--- config.mk ---
export PLATFORM = sky130hd
export DESIGN_NAME = adam_obi_sram_port
export DESIGN_NICKNAME = d
export VERILOG_FILES = /design/src/rtl/adam_obi_sram_port_pkg.sv /design/src/rtl/adam_obi_sram_rfifo.sv /design/src/rtl/adam_obi_sram_port.sv
export SDC_FILE = /design/constraint.sdc
export NUM_CORES = 1
export LEC_CHECK = 0
export CORE_AREA = 2 2 101 103
export DETAILED_ROUTE_END_ITERATION = 6
export DIE_AREA = 0 0 103 105
export DONT_BUFFER_PORTS = 1
export PLACE_DENSITY = 0.87
export SYNTH_ARGS = -nofsm -noshare
export SYNTH_HDL_FRONTEND = slang
export SYNTH_SLANG_ARGS = --single-unit
--- constraint.sdc ---
create_clock -name clk_i -period 6.7 [get_ports clk_i]
set_clock_uncertainty 0.2 [all_clocks]
set_input_delay 1.34 -clock clk_i [delete_from_list [all_inputs] [get_ports clk_i]]
set_output_delay 1.34 -clock clk_i [all_outputs]
set_load 0.01 [all_outputs]
--- src/rtl/adam_obi_sram_port_pkg.sv ---
// Shared types and sizes for the OBI SRAM port.
// Stands in for the fabric config set (address/data/strobe types, fabric credit depth).
package adam_obi_sram_port_pkg;

    localparam int ADDR_WIDTH    = 32;
    localparam int DATA_WIDTH    = 32;
    localparam int STRB_WIDTH    = DATA_WIDTH / 8;
    localparam int FAB_MAX_TRANS = 4;

    typedef logic [ADDR_WIDTH-1:0] ADDR_T;
    typedef logic [DATA_WIDTH-1:0] DATA_T;
    typedef logic [STRB_WIDTH-1:0] STRB_T;

endpackage

--- src/rtl/adam_obi_sram_rfifo.sv ---
// Generic synchronous FIFO with registered storage, no fall-through,
// occupancy-count based full/empty and modulo-DEPTH pointer wrap.
module adam_obi_sram_rfifo #(
    parameter int  DEPTH = 4,
    parameter type T     = logic [31:0]
) (
    input  logic clk_i,
    input  logic rst_i,
    input  logic push_i,
    input  T     data_i,
    input  logic pop_i,
    output T     data_o,
    output logic empty_o,
    output logic full_o
);

    localparam int PW = (DEPTH > 1) ? $clog2(DEPTH) : 1;
    localparam int CW = $clog2(DEPTH + 1);
    localparam logic [PW-1:0] LAST  = PW'(DEPTH - 1);
    localparam logic [CW-1:0] FULLC = CW'(DEPTH);

    T              mem_q [DEPTH];
    logic [PW-1:0] wptr_q, wptr_d;
    logic [PW-1:0] rptr_q, rptr_d;
    logic [CW-1:0] cnt_q, cnt_d;
    logic          do_push, do_pop;

    assign empty_o = (cnt_q == '0);
    assign full_o  = (cnt_q == FULLC);
    assign do_pop  = pop_i && !empty_o;
    // A push into a full FIFO is legal only when the head leaves this cycle
    assign do_push = push_i && (!full_o || do_pop);
    assign data_o  = empty_o ? T'('0) : mem_q[rptr_q];

    always_comb begin
        wptr_d = wptr_q;
        rptr_d = rptr_q;
        cnt_d  = cnt_q;
        if (do_push) wptr_d = (wptr_q == LAST) ? '0 : wptr_q + PW'(1);
        if (do_pop)  rptr_d = (rptr_q == LAST) ? '0 : rptr_q + PW'(1);
        if (do_push && !do_pop) cnt_d = cnt_q + CW'(1);
        if (!do_push && do_pop) cnt_d = cnt_q - CW'(1);
    end

    always_ff @(posedge clk_i) begin
        if (rst_i) begin
            wptr_q <= '0;
            rptr_q <= '0;
            cnt_q  <= '0;
        end else begin
            wptr_q <= wptr_d;
            rptr_q <= rptr_d;
            cnt_q  <= cnt_d;
        end
    end

    always_ff @(posedge clk_i) begin
        if (do_push) mem_q[wptr_q] <= data_i;
    end

endmodule

--- src/rtl/adam_obi_sram_port.sv ---
// OBI slave front-end for a fixed-latency single-port SRAM macro with
// credit-limited grants, pause handshake and a decoupling response FIFO.
module adam_obi_sram_port
    import adam_obi_sram_port_pkg::*;
#(
    parameter int MAX_TRANS      = FAB_MAX_TRANS,
    parameter int MEM_LATENCY    = 1,
    parameter int MEM_ADDR_WIDTH = 10
) (
    input  logic                      clk_i,
    input  logic                      rst_i,
    input  logic                      pause_req_i,
    output logic                      pause_ack_o,
    input  logic                      req_i,
    output logic                      gnt_o,
    input  ADDR_T                     addr_i,
    input  logic                      we_i,
    input  STRB_T                     be_i,
    input  DATA_T                     wdata_i,
    output logic                      rvalid_o,
    input  logic                      rready_i,
    output DATA_T                     rdata_o,
    output logic                      mem_req_o,
    output logic                      mem_we_o,
    output logic [MEM_ADDR_WIDTH-1:0] mem_addr_o,
    output STRB_T                     mem_be_o,
    output DATA_T                     mem_wdata_o,
    input  DATA_T                     mem_rdata_i
);

    localparam int OFF = $clog2(DATA_WIDTH / 8);
    localparam int CW  = $clog2(MAX_TRANS + 1);
    localparam int L   = MEM_LATENCY;
    localparam logic [CW-1:0] CMAX = CW'(MAX_TRANS);

    logic [CW-1:0] cnt_q, cnt_d;
    logic [L-1:0]  vld_q, vld_d;
    logic [L-1:0]  we_q, we_d;
    logic          ack_q;
    logic          pop;
    logic          empty;
    logic          unused_full;
    logic          unused_addr;
    DATA_T         push_data;

    assign gnt_o     = req_i && !pause_req_i && (cnt_q < CMAX);
    assign mem_req_o = req_i && gnt_o;
    assign rvalid_o  = !empty;
    assign pop       = rvalid_o && rready_i;
    assign pause_ack_o = ack_q;
    assign unused_addr = ^{addr_i[ADDR_WIDTH-1:OFF+MEM_ADDR_WIDTH],
                           addr_i[OFF-1:0]};

    always_comb begin
        mem_we_o    = 1'b0;
        mem_addr_o  = '0;
        mem_be_o    = '0;
        mem_wdata_o = '0;
        if (mem_req_o) begin
            mem_we_o    = we_i;
            mem_addr_o  = addr_i[OFF +: MEM_ADDR_WIDTH];
            mem_be_o    = we_i ? be_i : '0;
            mem_wdata_o = wdata_i;
        end
    end

    always_comb begin
        cnt_d = cnt_q;
        if (mem_req_o && !pop) cnt_d = cnt_q + CW'(1);
        if (!mem_req_o && pop) cnt_d = cnt_q - CW'(1);
    end

    // Tail of the latency line lines up with mem_rdata of that access
    always_comb begin
        vld_d    = vld_q << 1;
        we_d     = we_q << 1;
        vld_d[0] = mem_req_o;
        we_d[0]  = mem_req_o && we_i;
    end

    assign push_data = we_q[L-1] ? DATA_T'('0) : mem_rdata_i;

    always_ff @(posedge clk_i) begin
        if (rst_i) begin
            cnt_q <= '0;
            vld_q <= '0;
            we_q  <= '0;
            ack_q <= 1'b0;
        end else begin
            cnt_q <= cnt_d;
            vld_q <= vld_d;
            we_q  <= we_d;
            ack_q <= pause_req_i && (cnt_q == '0) && (cnt_d == '0);
        end
    end

    adam_obi_sram_rfifo #(
        .DEPTH (MAX_TRANS),
        .T     (DATA_T)
    ) i_rfifo (
        .clk_i   (clk_i),
        .rst_i   (rst_i),
        .push_i  (vld_q[L-1]),
        .data_i  (push_data),
        .pop_i   (pop),
        .data_o  (rdata_o),
        .empty_o (empty),
        .full_o  (unused_full)
    );

endmodule
======== Yosys cells after proc, flatten, opt, wreduce, memory -nomap -nowiden ========
Memory sizes are Yosys's and may differ from the RTL's. A register that Yosys moved wholly into a read port is not among the register bits.
Cells that the tools add are included.
operators by class
  add/subtract/negate cells ............... 6
  multiply operators ...................... 0
  div/mod/pow operators ................... 0
  order comparisons ....................... 1
  equality and inequality tests ........... 3
  shifts and indexed selects .............. 0
  muxes and demuxes ....................... 17
  bitwise logic cells ..................... 0
  reductions and logical operators ........ 25
operators with widths
  kind                   number
  $mux W32               3
  $logic_and A1 B1 Y1    13
  $mux W3                4
  $mux W10               1
  $logic_not A3 Y1       3
  $mux W2                4
  $mux W4                2
  $logic_not A1 Y1       7
  $add A3 B1 Y3 const B  2
  $sub A3 B1 Y3 const B  2
  $add A2 B1 Y2 const B  2
  $eq A2 B2 Y1 const B   2
  $eq A3 B3 Y1 const B   1
  $lt A3 B3 Y1 const B   1
  $mux W1                3
  $reduce_bool A2 Y1     1
  $logic_or A1 B1 Y1     1
storage, ports and cells
  register bits ........................... 13
  bits in latches ......................... 0
  memory bits (writable) .................. 128
  memory bits (read-only) ................. 0
  input bits .............................. 106
  output and inout bits ................... 83
  logic and storage cells ................. 60
  memories kept ........................... 1
memory list
  memory         words  width  read ports  clocked after Yosys merged registers in  wr ports  line                       text
  i_rfifo.mem_q  4      32     1           1                                        1         adam_obi_sram_rfifo.sv:22  T mem_q [DEPTH];

======== Logic depth before layout (Yosys ltp) ========
  depth in word-level cells ............... 9
  depth in mapped cells ................... 10
  mapped depth without buffers ............ 8

======== Hierarchy ========
A second synthesis with hierarchy kept.
second synthesis, totals
  cells, all modules ...................... 389
  area total of the unflattened synthesis .. 6268.5 um2
modules (own cells, without submodules)
  module               instances  cells each  area an instance (um2)  sequential area each (um2)
  adam_obi_sram_rfifo  1          268         5427.7                  4023.9
  adam_obi_sram_port   1          121         840.8                   120.1

======== Least setup slack after synthesis ========
Ideal clock, no wire load.
  path kind ............................... input port to output port
  from .................................... in pause_req_i
  to ...................................... out mem_wdata_o[12]
  data arrival time ....................... 2.361 ns
  required time ........................... 5.160 ns
  slack ................................... 2.799 ns
  stages on the path ...................... 6
  cells stage by stage .................... or3b_1 > buf_6 > inv_4 > buf_6 > buf_2 > and2_1
between the ends
  word-level cells in the longest chain between the ends .. 5
RTL lines
  item                               line                      text
  start, declared                    adam_obi_sram_port.sv:12  input logic pause_req_i,
  $logic_not A1 Y1                   adam_obi_sram_port.sv:46  assign gnt_o = req_i && !pause_req_i && (cnt_q < CMAX);
  $logic_and A1 B1 Y1 (2 in series)  adam_obi_sram_port.sv:46
  $logic_and A1 B1 Y1                adam_obi_sram_port.sv:47  assign mem_req_o = req_i && gnt_o;
  $mux W32                           adam_obi_sram_port.sv:59  if (mem_req_o) begin
  end, declared                      adam_obi_sram_port.sv:27  output DATA_T mem_wdata_o,
Every way passes these cells.

======== Final worst setup path ========
  from .................................... in pause_req_i
  to ...................................... out mem_be_o[1]
between the ends
  word-level cells in the longest chain between the ends .. 5
RTL lines
  item                               line                      text
  $logic_not A1 Y1                   adam_obi_sram_port.sv:46
  $logic_and A1 B1 Y1 (2 in series)  adam_obi_sram_port.sv:46
  $logic_and A1 B1 Y1                adam_obi_sram_port.sv:47
  named net mem_req_o                adam_obi_sram_port.sv:23  output logic mem_req_o,
  $mux W4                            adam_obi_sram_port.sv:59
  end, declared                      adam_obi_sram_port.sv:26  output STRB_T mem_be_o,
The timed path passes the listed nets, and every way through them passes these cells.

==> summary.md <==
| Metric | Value |
|---|---|
| Outcome | completed |
| Vias in the first global route | 3,209 |
| Die W | 103 um |
| Tmin final | 4070 ps |
| Fillers | 628 |
| DRT iter0 DRCs | 155 |
| Vias | 3,204 |
| Initial DRT Pass Iterations | 4 |
| CTS Buf Count | 17 |
| VDD IR-drop max | 240 uV |
| Hold endpoint | cnt_q[2] |
| Ys Warns | 0 |
| Final hold vios | 0 |
| Clock Power Share | 0.397 |
| Layout Nets | 501 |
| Ys async rst share | 0 |
| Synth area leader | edfxtp_1 |
| First-pass GRT wire length | 18,300 um |
| Hold path cells | 2 |
| Total gr overflow | 0 |
| Vias per cell | 5.97 |
| I/O Buffers | 0 |
| Die height | 105 um |
| Power per cell area | 336 nW/um^2 |
| Worst R2R Start | i_rfifo.cnt_q[0] |
| Root Buffer | clkbuf_8 |
| Pin count of the biggest net entering global routing | 55 |
| Initial core utilization | 0.647 |
| Final period utilization | 0.607 |
| Crit path kind | input pin to output pin |
| Final setup viols | 0 |
| Leakage power | 0.00228 uW |
| Gr usage total | 0.239 |
| Clock Tree Buf Depth | 2 |
| Most frequent cell after synthesis | edfxtp_1 |
| Post-synth EDFFs | 128 |
| CTS tree | yes |
| Syn Nets | 503 |
| Worst hold path startpoint | cnt_q[2] |
| Fmax | 246 MHz |
| Sequential-to-total area share from yosys stat | 0.665 |
| Post_cts resized | 0 |
| P_int | 1720 uW |
| Hold crit path type | flip-flop to flip-flop |
| R2r setup slk | 3810 ps |
| Startpoint Class | input pin |
| Worst-path fanout max | 54 |
| Remaining antenna violation count | 0 |
| Critical path arrival | 2530 ps |
| Clock Latency Late Sink | 520 ps |
| #FFs+latches synth | 143 |
| Sw Pwr | 602 uW |
| Gp weighted congestion | 0.920 |
| Routed WL per cell | 22.8 um |
| I/O pins | 189 |
| Rows | 36 |
| CP required | 5160 ps |
| Sequential share of power | 0.446 |
| Count of cell types in the netlist | 40 |
| Synth Flop Type | edfxtp_1 |
| Setup TNS | 0 ps |
| Commonest cells post-synth | edfxtp_1 (128), nor2b_1 (67), and2_1 (47) |
| Initial antenna violation count | 5 |
| DRC viols | 0 |
| R2r endpoint | i_rfifo.cnt_q[1] |
| RSZ-0062 raised after global routing | no |
| Crit end category | output pin |
| Avg Cell Area, Syn | 16.1 sq um |
| Total clock sinks | 143 |
| HPWL after DPL | 7650 um |
| Worst slew pin tran | 921 ps |
| Post-CTS Setup Bufs | 0 |
| Max-Cap Viols | 0 |
| Synth Instances | 388 |
| Slew HR | 0.386 |
| DIE AREA | 10,800 sq um |
| Combinational fraction of design power | 0.158 |
| Clock Pin Slew Worst Setup and Hold Paths | 60 ps |
| R2R depth | 8 |
| H-tree levels | 4 |
| Mapped Area | 6230 sq um |
| Switching share of power | 0.259 |
| Top cell type's share of synthesized area | 0.617 |
| Fin. max-slew vios | 0 |
| WHS | 292 ps |
| Core area | 9640 sq um |
| Total Wirelength | 12,200 um |
| Share of layout cells above drive strength 1 | 0.188 |
| # hold bufs at CTS | 0 |
| Area growth, synth to finish | 10.8% |
| Synth area leaders | edfxtp_1 (62%), mux4_2 (12%), nor2b_1 (6.7%), dfxtp_1 (4.8%), and2_1 (4.7%) |
==> sequential cells by signal (all words and copies together) (netlist names), named ones only <==
signal	cells
i_rfifo.mem_q	128
cnt_q	3
i_rfifo.cnt_q	3
i_rfifo.rptr_q	2
i_rfifo.wptr_q	2
pause_ack_o	1
vld_q	1
we_q	1
==> placed cells by master (no fill, tap or decap), types with 3 or more instances in the layout <==
cell type / count
a21oi_1: 3
a31oi_1: 3
and2_1: 43
and2_2: 4
and3_1: 4
buf_4: 3
bufinv_16: 3
clkbuf_16: 16
clkinv_1: 3
clkinv_2: 3
dfxtp_1: 13
diode_2: 5
edfxtp_1: 128
ha_1: 8
inv_1: 10
inv_6: 3
mux4_2: 32
nand2_1: 6
nor2_1: 9
nor2b_1: 67
nor3_1: 5
==> kinds of logic after synthesis <==
logic type / share of synthesized area
flops: 0.665
xor+xnor: 0.00863
buf+inv: 0.0261
fa+ha+maj: 0.0193
simple gates: 0.143
compound gates: 0.0181
mux: 0.121
==> power groups by stage <==
stage	clock network [uW]	logic [uW]	registers [uW]
after global routing	975	404	1040
after CTS	931	373	1030
after floorplan	0	320	1040
final	921	366	1030
after detailed placement	0	369	1050
after global placement	0	357	1050
==> routing by layer <==
metal	vias up	GRT usage	wire length [um]
met5	-	0	0
met4	0	0.117	292
met3	18	0.0756	741
met2	149	0.386	6390
met1	1604	0.289	4820
li1	1433	-	-
==> stage by stage <==
stage / instances / cell area, sq um / util / setup slack (ps) / power [uW]
5_1_grt: 537 / 6910 / 0.717 / 2560 / 2420
2_1_floorplan: 388 / 6230 / - / 2800 / 1360
3_5_place_dp: 500 / 6320 / 0.655 / 2640 / 1420
4_1_cts: 532 / 6900 / 0.715 / 2640 / 2340
3_3_place_gp: 500 / 6320 / 0.655 / 2670 / 1410
6_report: 537 / 6910 / 0.717 / 2630 / 2320
==> final cells by class <==
class                           instances  area [sq um]  area share
Sequential cell                       143          4150       0.600
Multi-Input combinational cell        210          1940       0.280
Clock buffer                           17           414      0.0599
Clock inverter                         15           166      0.0241
Tap cell                              133           166      0.0241
Inverter                               11          43.8     0.00634
Timing Repair Buffer                    3          22.5     0.00326
Antenna cell                            5          12.5     0.00181
==> critical path, stage by stage <==
cell and delay, ps:
or3b_1 540, inv_4 360, and3_1 270
==> worst max path at each step <==
stage / from / end / slack, ps
2_1_floorplan: pause_req_i / mem_wdata_o[12] / 2800
3_3_place_gp: pause_req_i / mem_be_o[1] / 2670
3_5_place_dp: pause_req_i / mem_be_o[1] / 2640
4_1_cts: pause_req_i / mem_be_o[1] / 2640
5_1_grt: pause_req_i / mem_be_o[1] / 2560
6_report: pause_req_i / mem_be_o[1] / 2630
No activity file was read; power rests on OpenSTA's default activity.
